[config.mk]
export PLATFORM = sky130hd
export DESIGN_NAME = dmem_arbiter_flat
export DESIGN_NICKNAME = d
export VERILOG_FILES = /design/src/rtl/dmem_arb_pkg.sv /design/src/rtl/dmem_arb_if.sv /design/src/rtl/dmem_arb_pick.sv /design/src/rtl/dmem_arbiter.sv /design/src/flat_wrapper.sv
export SDC_FILE = /design/constraint.sdc
export NUM_CORES = 1
export LEC_CHECK = 0
export CAP_MARGIN = 20
export CORE_MARGIN = 5
export CORE_UTILIZATION = 36
export CTS_CLUSTER_SIZE = 20
export DETAILED_ROUTE_END_ITERATION = 7
export PLACE_DENSITY = 0.79
export RECOVER_POWER = 100
export SLEW_MARGIN = 20
export SYNTH_ARGS = -nofsm -noshare
export SYNTH_HDL_FRONTEND = slang
export SYNTH_SLANG_ARGS = --single-unit
[constraint.sdc]
create_clock -name clk -period 1.8 [get_ports clk]
set_clock_uncertainty 0.1 [all_clocks]
set_input_delay 0.18 -clock clk [delete_from_list [all_inputs] [get_ports clk]]
set_output_delay 0.18 -clock clk [all_outputs]
set_load 0.005 [all_outputs]
[src/rtl/dmem_arb_pkg.sv]
// Shared types and constants for the two-port data-memory arbiter.
// No logic here, so there is no latency and no backpressure.
// Holds the FSM state encoding, the port indices and the starve counter width.
package dmem_arb_pkg;

    typedef enum logic [1:0] {
        IDLE = 2'd0,
        ACC  = 2'd1,
        DONE = 2'd2
    } state_t;

    localparam logic PORT_CPU = 1'b0;
    localparam logic PORT_DMA = 1'b1;

    localparam int STARVE_W = 4;

endpackage

[src/rtl/dmem_arb_if.sv]
// Bundle for the CPU port, the DMA/debug port and the single-port RAM side.
// Latency and backpressure are set by the arbiter; each port is held until its rdy pulse.
// The slave modport is the arbiter's view; the master modport is the requesters' and RAM's view.
interface dmem_arb_if #(
    parameter int bus_addr_data_width = 8
);
    logic                           c_re;
    logic                           c_we;
    logic [bus_addr_data_width-1:0] c_addr;
    logic [7:0]                     c_wdata;
    logic [7:0]                     c_rdata;
    logic                           c_rdy;

    logic                           d_re;
    logic                           d_we;
    logic [bus_addr_data_width-1:0] d_addr;
    logic [7:0]                     d_wdata;
    logic [7:0]                     d_rdata;
    logic                           d_rdy;

    logic                           dmem_re;
    logic                           dmem_we;
    logic [bus_addr_data_width-1:0] dmem_a;
    logic [7:0]                     dmem_w;
    logic [7:0]                     dmem_r;

    modport slave (
        input  c_re, c_we, c_addr, c_wdata,
        output c_rdata, c_rdy,
        input  d_re, d_we, d_addr, d_wdata,
        output d_rdata, d_rdy,
        output dmem_re, dmem_we, dmem_a, dmem_w,
        input  dmem_r
    );

    modport master (
        output c_re, c_we, c_addr, c_wdata,
        input  c_rdata, c_rdy,
        output d_re, d_we, d_addr, d_wdata,
        input  d_rdata, d_rdy,
        input  dmem_re, dmem_we, dmem_a, dmem_w,
        output dmem_r
    );

endinterface

[src/rtl/dmem_arb_pick.sv]
// Combinational winner select between the CPU and DMA ports (DMEM_ARB_RR_EN picks round-robin).
// Latency: zero, purely combinational.
// Backpressure: none; the winner is only meaningful while at least one port requests.
module dmem_arb_pick
    import dmem_arb_pkg::*;
#(
    parameter int max_wait = 4
) (
    input  logic                c_req,
    input  logic                d_req,
`ifdef DMEM_ARB_RR_EN
    input  logic                last_grant,
`else
    input  logic [STARVE_W-1:0] starve_cnt,
`endif
    output logic                win
);

`ifdef DMEM_ARB_RR_EN
    always_comb begin
        win = PORT_CPU;
        if (c_req && d_req) begin
            win = ~last_grant;
        end else if (d_req) begin
            win = PORT_DMA;
        end
    end
`else
    localparam logic [STARVE_W-1:0] MAX_WAIT_W = STARVE_W'(max_wait);

    // The CPU keeps priority until the DMA port has waited out its allowance.
    always_comb begin
        win = PORT_CPU;
        if (d_req && (!c_req || (starve_cnt == MAX_WAIT_W))) begin
            win = PORT_DMA;
        end
    end
`endif

endmodule

[src/rtl/dmem_arbiter.sv]
// Two-port arbiter onto one byte-wide RAM; DMEM_ARB_RR_EN selects round-robin instead of fixed priority.
// Latency: request seen in IDLE -> RAM strobe next cycle -> rdy the cycle after; one access per 3 cycles.
// Backpressure: the losing port simply keeps its request asserted until its own rdy pulse.
module dmem_arbiter
    import dmem_arb_pkg::*;
#(
    parameter int bus_addr_data_width = 8,
    parameter int max_wait            = 4
) (
    input  logic        clk,
    input  logic        rst,
    dmem_arb_if.slave   bus
);

    state_t                         state_q, state_d;
    logic                           owner_q, owner_d;
    logic [7:0]                     c_rdata_q, c_rdata_d;
    logic [7:0]                     d_rdata_q, d_rdata_d;
`ifdef DMEM_ARB_RR_EN
    logic                           last_q, last_d;
`else
    logic [STARVE_W-1:0]            starve_q, starve_d;
`endif

    logic                           c_req, d_req, win;
    logic                           o_re, o_we;
    logic [bus_addr_data_width-1:0] o_addr;
    logic [7:0]                     o_wdata;

    assign c_req = bus.c_re | bus.c_we;
    assign d_req = bus.d_re | bus.d_we;

    dmem_arb_pick #(
        .max_wait   (max_wait)
    ) u_pick (
        .c_req      (c_req),
        .d_req      (d_req),
`ifdef DMEM_ARB_RR_EN
        .last_grant (last_q),
`else
        .starve_cnt (starve_q),
`endif
        .win        (win)
    );

    always_comb begin
        o_re    = bus.c_re;
        o_we    = bus.c_we;
        o_addr  = bus.c_addr;
        o_wdata = bus.c_wdata;
        if (owner_q == PORT_DMA) begin
            o_re    = bus.d_re;
            o_we    = bus.d_we;
            o_addr  = bus.d_addr;
            o_wdata = bus.d_wdata;
        end
    end

    always_comb begin
        state_d   = state_q;
        owner_d   = owner_q;
        c_rdata_d = c_rdata_q;
        d_rdata_d = d_rdata_q;
`ifdef DMEM_ARB_RR_EN
        last_d    = last_q;
`else
        starve_d  = starve_q;
`endif
        unique case (state_q)
            IDLE: begin
                if (c_req || d_req) begin
                    owner_d = win;
                    state_d = ACC;
`ifdef DMEM_ARB_RR_EN
                    last_d  = win;
`endif
                end
`ifndef DMEM_ARB_RR_EN
                // Counts only CPU wins that overtook a waiting DMA request.
                if (!d_req || (win == PORT_DMA)) begin
                    starve_d = '0;
                end else if (starve_q != '1) begin
                    starve_d = starve_q + STARVE_W'(1);
                end
`endif
            end
            ACC: begin
                state_d = DONE;
                if (o_re && !o_we) begin
                    if (owner_q == PORT_DMA) begin
                        d_rdata_d = bus.dmem_r;
                    end else begin
                        c_rdata_d = bus.dmem_r;
                    end
                end
            end
            DONE: begin
                state_d = IDLE;
            end
            default: begin
                state_d = IDLE;
            end
        endcase
    end

    always_ff @(posedge clk or negedge rst) begin
        if (!rst) begin
            state_q   <= IDLE;
            owner_q   <= PORT_CPU;
            c_rdata_q <= '0;
            d_rdata_q <= '0;
`ifdef DMEM_ARB_RR_EN
            last_q    <= PORT_DMA;
`else
            starve_q  <= '0;
`endif
        end else begin
            state_q   <= state_d;
            owner_q   <= owner_d;
            c_rdata_q <= c_rdata_d;
            d_rdata_q <= d_rdata_d;
`ifdef DMEM_ARB_RR_EN
            last_q    <= last_d;
`else
            starve_q  <= starve_d;
`endif
        end
    end

    assign bus.dmem_re = (state_q == ACC) && o_re && !o_we;
    assign bus.dmem_we = (state_q == ACC) && o_we;
    assign bus.dmem_a  = (state_q == ACC) ? o_addr  : '0;
    assign bus.dmem_w  = (state_q == ACC) ? o_wdata : '0;

    assign bus.c_rdy   = (state_q == DONE) && (owner_q == PORT_CPU);
    assign bus.d_rdy   = (state_q == DONE) && (owner_q == PORT_DMA);
    assign bus.c_rdata = c_rdata_q;
    assign bus.d_rdata = d_rdata_q;

endmodule

[src/flat_wrapper.sv]
// flat-port wrapper written by rule: the top's interface ports become plain ports
module dmem_arbiter_flat import dmem_arb_pkg::*;
#(
    parameter int bus_addr_data_width = 8,
    parameter int max_wait            = 4
)
  (clk, rst, bus_c_re, bus_c_we, bus_c_addr, bus_c_wdata, bus_c_rdata, bus_c_rdy, bus_d_re, bus_d_we, bus_d_addr, bus_d_wdata, bus_d_rdata, bus_d_rdy, bus_dmem_re, bus_dmem_we, bus_dmem_a, bus_dmem_w, bus_dmem_r);
  dmem_arb_if #(.bus_addr_data_width(bus_addr_data_width)) bus_i ();
  input  logic clk;
  input  logic rst;
  input wire logic [$bits(bus_i.c_re)-1:0] bus_c_re;
  input wire logic [$bits(bus_i.c_we)-1:0] bus_c_we;
  input wire logic [$bits(bus_i.c_addr)-1:0] bus_c_addr;
  input wire logic [$bits(bus_i.c_wdata)-1:0] bus_c_wdata;
  output wire logic [$bits(bus_i.c_rdata)-1:0] bus_c_rdata;
  output wire logic [$bits(bus_i.c_rdy)-1:0] bus_c_rdy;
  input wire logic [$bits(bus_i.d_re)-1:0] bus_d_re;
  input wire logic [$bits(bus_i.d_we)-1:0] bus_d_we;
  input wire logic [$bits(bus_i.d_addr)-1:0] bus_d_addr;
  input wire logic [$bits(bus_i.d_wdata)-1:0] bus_d_wdata;
  output wire logic [$bits(bus_i.d_rdata)-1:0] bus_d_rdata;
  output wire logic [$bits(bus_i.d_rdy)-1:0] bus_d_rdy;
  output wire logic [$bits(bus_i.dmem_re)-1:0] bus_dmem_re;
  output wire logic [$bits(bus_i.dmem_we)-1:0] bus_dmem_we;
  output wire logic [$bits(bus_i.dmem_a)-1:0] bus_dmem_a;
  output wire logic [$bits(bus_i.dmem_w)-1:0] bus_dmem_w;
  input wire logic [$bits(bus_i.dmem_r)-1:0] bus_dmem_r;
  assign bus_i.c_re = bus_c_re;
  assign bus_i.c_we = bus_c_we;
  assign bus_i.c_addr = bus_c_addr;
  assign bus_i.c_wdata = bus_c_wdata;
  assign bus_c_rdata = bus_i.c_rdata;
  assign bus_c_rdy = bus_i.c_rdy;
  assign bus_i.d_re = bus_d_re;
  assign bus_i.d_we = bus_d_we;
  assign bus_i.d_addr = bus_d_addr;
  assign bus_i.d_wdata = bus_d_wdata;
  assign bus_d_rdata = bus_i.d_rdata;
  assign bus_d_rdy = bus_i.d_rdy;
  assign bus_dmem_re = bus_i.dmem_re;
  assign bus_dmem_we = bus_i.dmem_we;
  assign bus_dmem_a = bus_i.dmem_a;
  assign bus_dmem_w = bus_i.dmem_w;
  assign bus_i.dmem_r = bus_dmem_r;
  dmem_arbiter #(.bus_addr_data_width(bus_addr_data_width), .max_wait(max_wait)) u_core (.clk(clk), .rst(rst), .bus(bus_i));
endmodule
==> impl_metrics.tcl <==
set metrics [dict create \
    detail_route.wl_per_cell_um 15.6 \
    io_pins 82 \
    cp_data_required_time_ns 1.52 \
    reg2reg_slack_ns 0.14 \
    synth.cell_area_um2 1290 \
    crit_path_start_kind "flop" \
    cts_tree "done" \
    critical_path_class "reg -> out" \
    clock_tree.htree_level_count 1 \
    final_net_count 263 \
    grt_pass1_vias 1333 \
    hpwl_mm 3.19 \
    synthesis.nets 163 \
    critical_path.top_delay_family "buffers and inverters" \
    fp.coreArea_um2 3420 \
    worstReg2RegStart "u_core.owner_q" \
    grt_start_max_net_pins 24 \
    hold_viol 0 \
    power_per_cell_area_nw_per_um2 1220 \
    routed-via-count 1295 \
    drt_first_iter_violations 31 \
    min_path_cells 2 \
    timing.critical_path.slowest_cell_delay_ns 0.46 \
    timing.final.crit_period_ns 1.74 \
    synth-main-ff-cell "sky130_fd_sc_hd__dfrtp_1" \
    yosysUniqueCellTypes 29 \
    num_antenna_cells 0 \
    postSynth.asyncResetShare_pct 100 \
    floorplan.initialDensity_pct 37.9 \
    final_setup_violation_count 0 \
    timing.critical_path.cells "buf_12, buf_6, mux2i_1, nor2_1, clkdlybuf4s15_1" \
    fin_crit_share_pct 96.9 \
    power_leakage_nw 1.04 \
    final_core_util_pct 66.1 \
    wirelength_mm 4.06 \
    worstPathBufferInverterCount 3 \
    total_grt_overflow 0 \
    rr_endpoint "u_core.bus.c_rdata[5]" \
    max-clock-path-buffers 2 \
    global_route_wire_length_before_repair_mm 6.51 \
    number_of_drc_violations_after_detailed_routing 0 \
    min-delay-path-class "in -> reg" \
    cpMaxStageDelayCell "sky130_fd_sc_hd__dfrtp_2" \
    post_drt_via_cell_ratio 4.98 \
    synth.largest_area_cell "sky130_fd_sc_hd__dfrtp_1" \
    critical_path.endpoint_type "output pin" \
    synth-warning-count 0 \
    postSynthCellCount 115 \
    hold_path_end "u_core.bus.d_rdata[3]" \
    placement_rows 21 \
    track_usage_pct 16.3 \
    cap_viol_max_count 0 \
    rr_worst_depth 5 \
    tritoncts_num_sinks 23 \
    yosys.cell_count.top_type "sky130_fd_sc_hd__dfrtp_1" \
    post-route-cell-area_um2 2260 \
    antenna_found_initial 0 \
    cts-buffers-inserted 3 \
    worst_setup_hold_path_clk_slew_ns 0.12 \
    floorplan.die_area_um2 4890 \
    ant_nets 0 \
    synthesis.area_per_instance_um2 11.2 \
    outcome "finished clean" \
    synth_edf_count 0 \
    die_h_um 69.9 \
    drtPass1Iterations 4 \
    die_w_um 69.9 \
    max-vdd-ir-drop_mv 0.616 \
    top_cells_by_area_in_the_synthesized_netlist "sky130_fd_sc_hd__dfrtp_1, sky130_fd_sc_hd__mux2i_1, sky130_fd_sc_hd__mux2_2, sky130_fd_sc_hd__nor2_1, sky130_fd_sc_hd__ha_1" \
    timing.slew.headroom_pct 19.4 \
    hold_start "bus_dmem_r[3]" \
    timing_worst_slew_pin_value_ns 1.21 \
    top_cell_type_s_share_of_synthesized_area_pct 44.5 \
    io_buf_count 81 \
    placedInstanceArea_um2 2210 \
    layout.filler_cells 284 \
    path_max_fanout 8 \
    synth_seq_area_share_pct 44.5 \
    clock.fmax_mhz 574 \
    drive_gt1_share_pct 24.3 \
    clock_latency_late_sink_ns 0.31 \
    final_report_max_slew_violation_count 0 \
    gp_congestion 0.870 \
    yosys-top-cells-count "sky130_fd_sc_hd__dfrtp_1, sky130_fd_sc_hd__nor2_1, sky130_fd_sc_hd__mux2i_1" \
    cp_data_arrival_time_ns 1.46 \
    register_bit_total_from_synthesis 23 \
    area_growth_syn_to_layout_pct 74.5 \
    cts_root_buffer "sky130_fd_sc_hd__clkbuf_4" \
]
-- placed cells by master, fill, tap and decap left out, drive strengths merged --
cell type | netlist | layout
o31ai | 1 | 1
nor2 | 22 | 22
mux2i | 19 | 19
nand2b | 1 | 2
inv | 6 | 6
clkinv | 0 | 1
dlygate4sd2 | 0 | 7
buf | 3 | 14
nand4 | 1 | 1
xnor2 | 1 | 1
a41oi | 1 | 1
clkdlybuf4s50 | 0 | 46
and3b | 1 | 1
nor3b | 1 | 1
nand2 | 1 | 1
nand3b | 1 | 1
o22a | 1 | 1
clkdlybuf4s15 | 0 | 5
nand3 | 2 | 2
dlygate4sd3 | 0 | 15
dfrtp | 23 | 23
a31oi | 1 | 1
ha | 2 | 2
a21oi | 3 | 3
o21bai | 1 | 1
o21ai | 2 | 2
mux2 | 16 | 16
or2 | 1 | 1
o211ai | 1 | 1
clkbuf | 1 | 14
o22ai | 2 | 2
-- what timing repair did --
item | 4_1_cts | 5_1_grt
cloned | 1 | 0
setup buffers | 3 | 5
endpoints found under the hold margin | 0 | 0
gates resized for setup | 31 | 15
hold buffers | 0 | 0
endpoints found under the setup margin | 20 | 8
-- worst max-delay path by stage --
stage / end / slack (ns) / startpoint / cells after the start
after floorplan: u_core.bus.d_rdata[0] / 0.40 / u_core.state_q[1] / 4
after global placement: bus_dmem_re / 0.03 / bus_d_we / 4
after detailed placement: bus_dmem_re / -0.02 / bus_c_we / 5
after CTS: bus_dmem_w[3] / -0.05 / u_core.owner_q / 5
after global routing: bus_dmem_w[2] / -0.004 / u_core.owner_q / 5
final: bus_dmem_w[2] / 0.06 / u_core.owner_q / 5
-- metrics by stage --
step / TNS [ns] / worst slack, ns / hold WS, ns / std cells / total power, mW
after detailed placement: -0.0190 / -0.0190 / 0.398 / 247 / 2.59
after CTS: -0.0988 / -0.0525 / 0.0990 / 255 / 2.83
after global placement: 0 / 0.0318 / 0.390 / 247 / 2.53
after global routing: -0.00429 / -0.00429 / 0.396 / 260 / 2.96
final: 0 / 0.0564 / 0.399 / 260 / 2.75
after floorplan: 0 / 0.404 / -0.216 / 115 / 1.65
-- power breakdown --
group	switching (mW)	total (mW)	internal, mW
logic	0.646	1.61	0.959
registers	0.160	0.908	0.749
clock network	0.153	0.236	0.0831
total	0.959	2.75	1.79
-- sequential cells by signal, indices dropped and copies added (netlist names) --
register / count
u_core.bus.c_rdata: 8
u_core.bus.d_rdata: 8
u_core.state_q: 2
u_core.starve_q: 4
u_core.owner_q: 1
-- layout make-up --
cell class | instances | area [µm²] | area share [%]
clock buffers | 3 | 22.5 | 0.998
clock inverters | 1 | 5.00 | 0.222
inverters | 6 | 22.5 | 0.998
multi-input cells | 83 | 673 | 29.8
flip-flops and latches | 23 | 578 | 25.6
well taps | 46 | 57.6 | 2.55
repair buffers | 98 | 898 | 39.8
-- per-layer routing --
| layer | vias to the layer above | GRT usage (%) | share of wire, % | routed length, µm |
|---|---|---|---|---|
| li1 | 605 | - | - | - |
| met2 | 70 | 28.5 | 47 | 1890 |
| met3 | 4 | 5.45 | 10 | 423 |
| met5 | - | 0 | 0 | 0 |
| met4 | 0 | 3.83 | 0.89 | 36 |
| met1 | 616 | 19.1 | 42 | 1710 |
-- cells by family (layout without fill, tap and decap cells) --
logic type	Yosys count	after routing	share of synthesized area, %
adder cells (fa/ha/maj)	2	2	1.93
buffers and inverters	10	108	3.96
AO/OA/AOI/OAI	13	13	6.48
multiplexers	35	35	28.6
XOR/XNOR	1	1	0.677
AND/OR/NAND/NOR	31	32	13.8
flip-flops	23	23	44.5
Note: power is estimated with default switching activity, not from simulation.
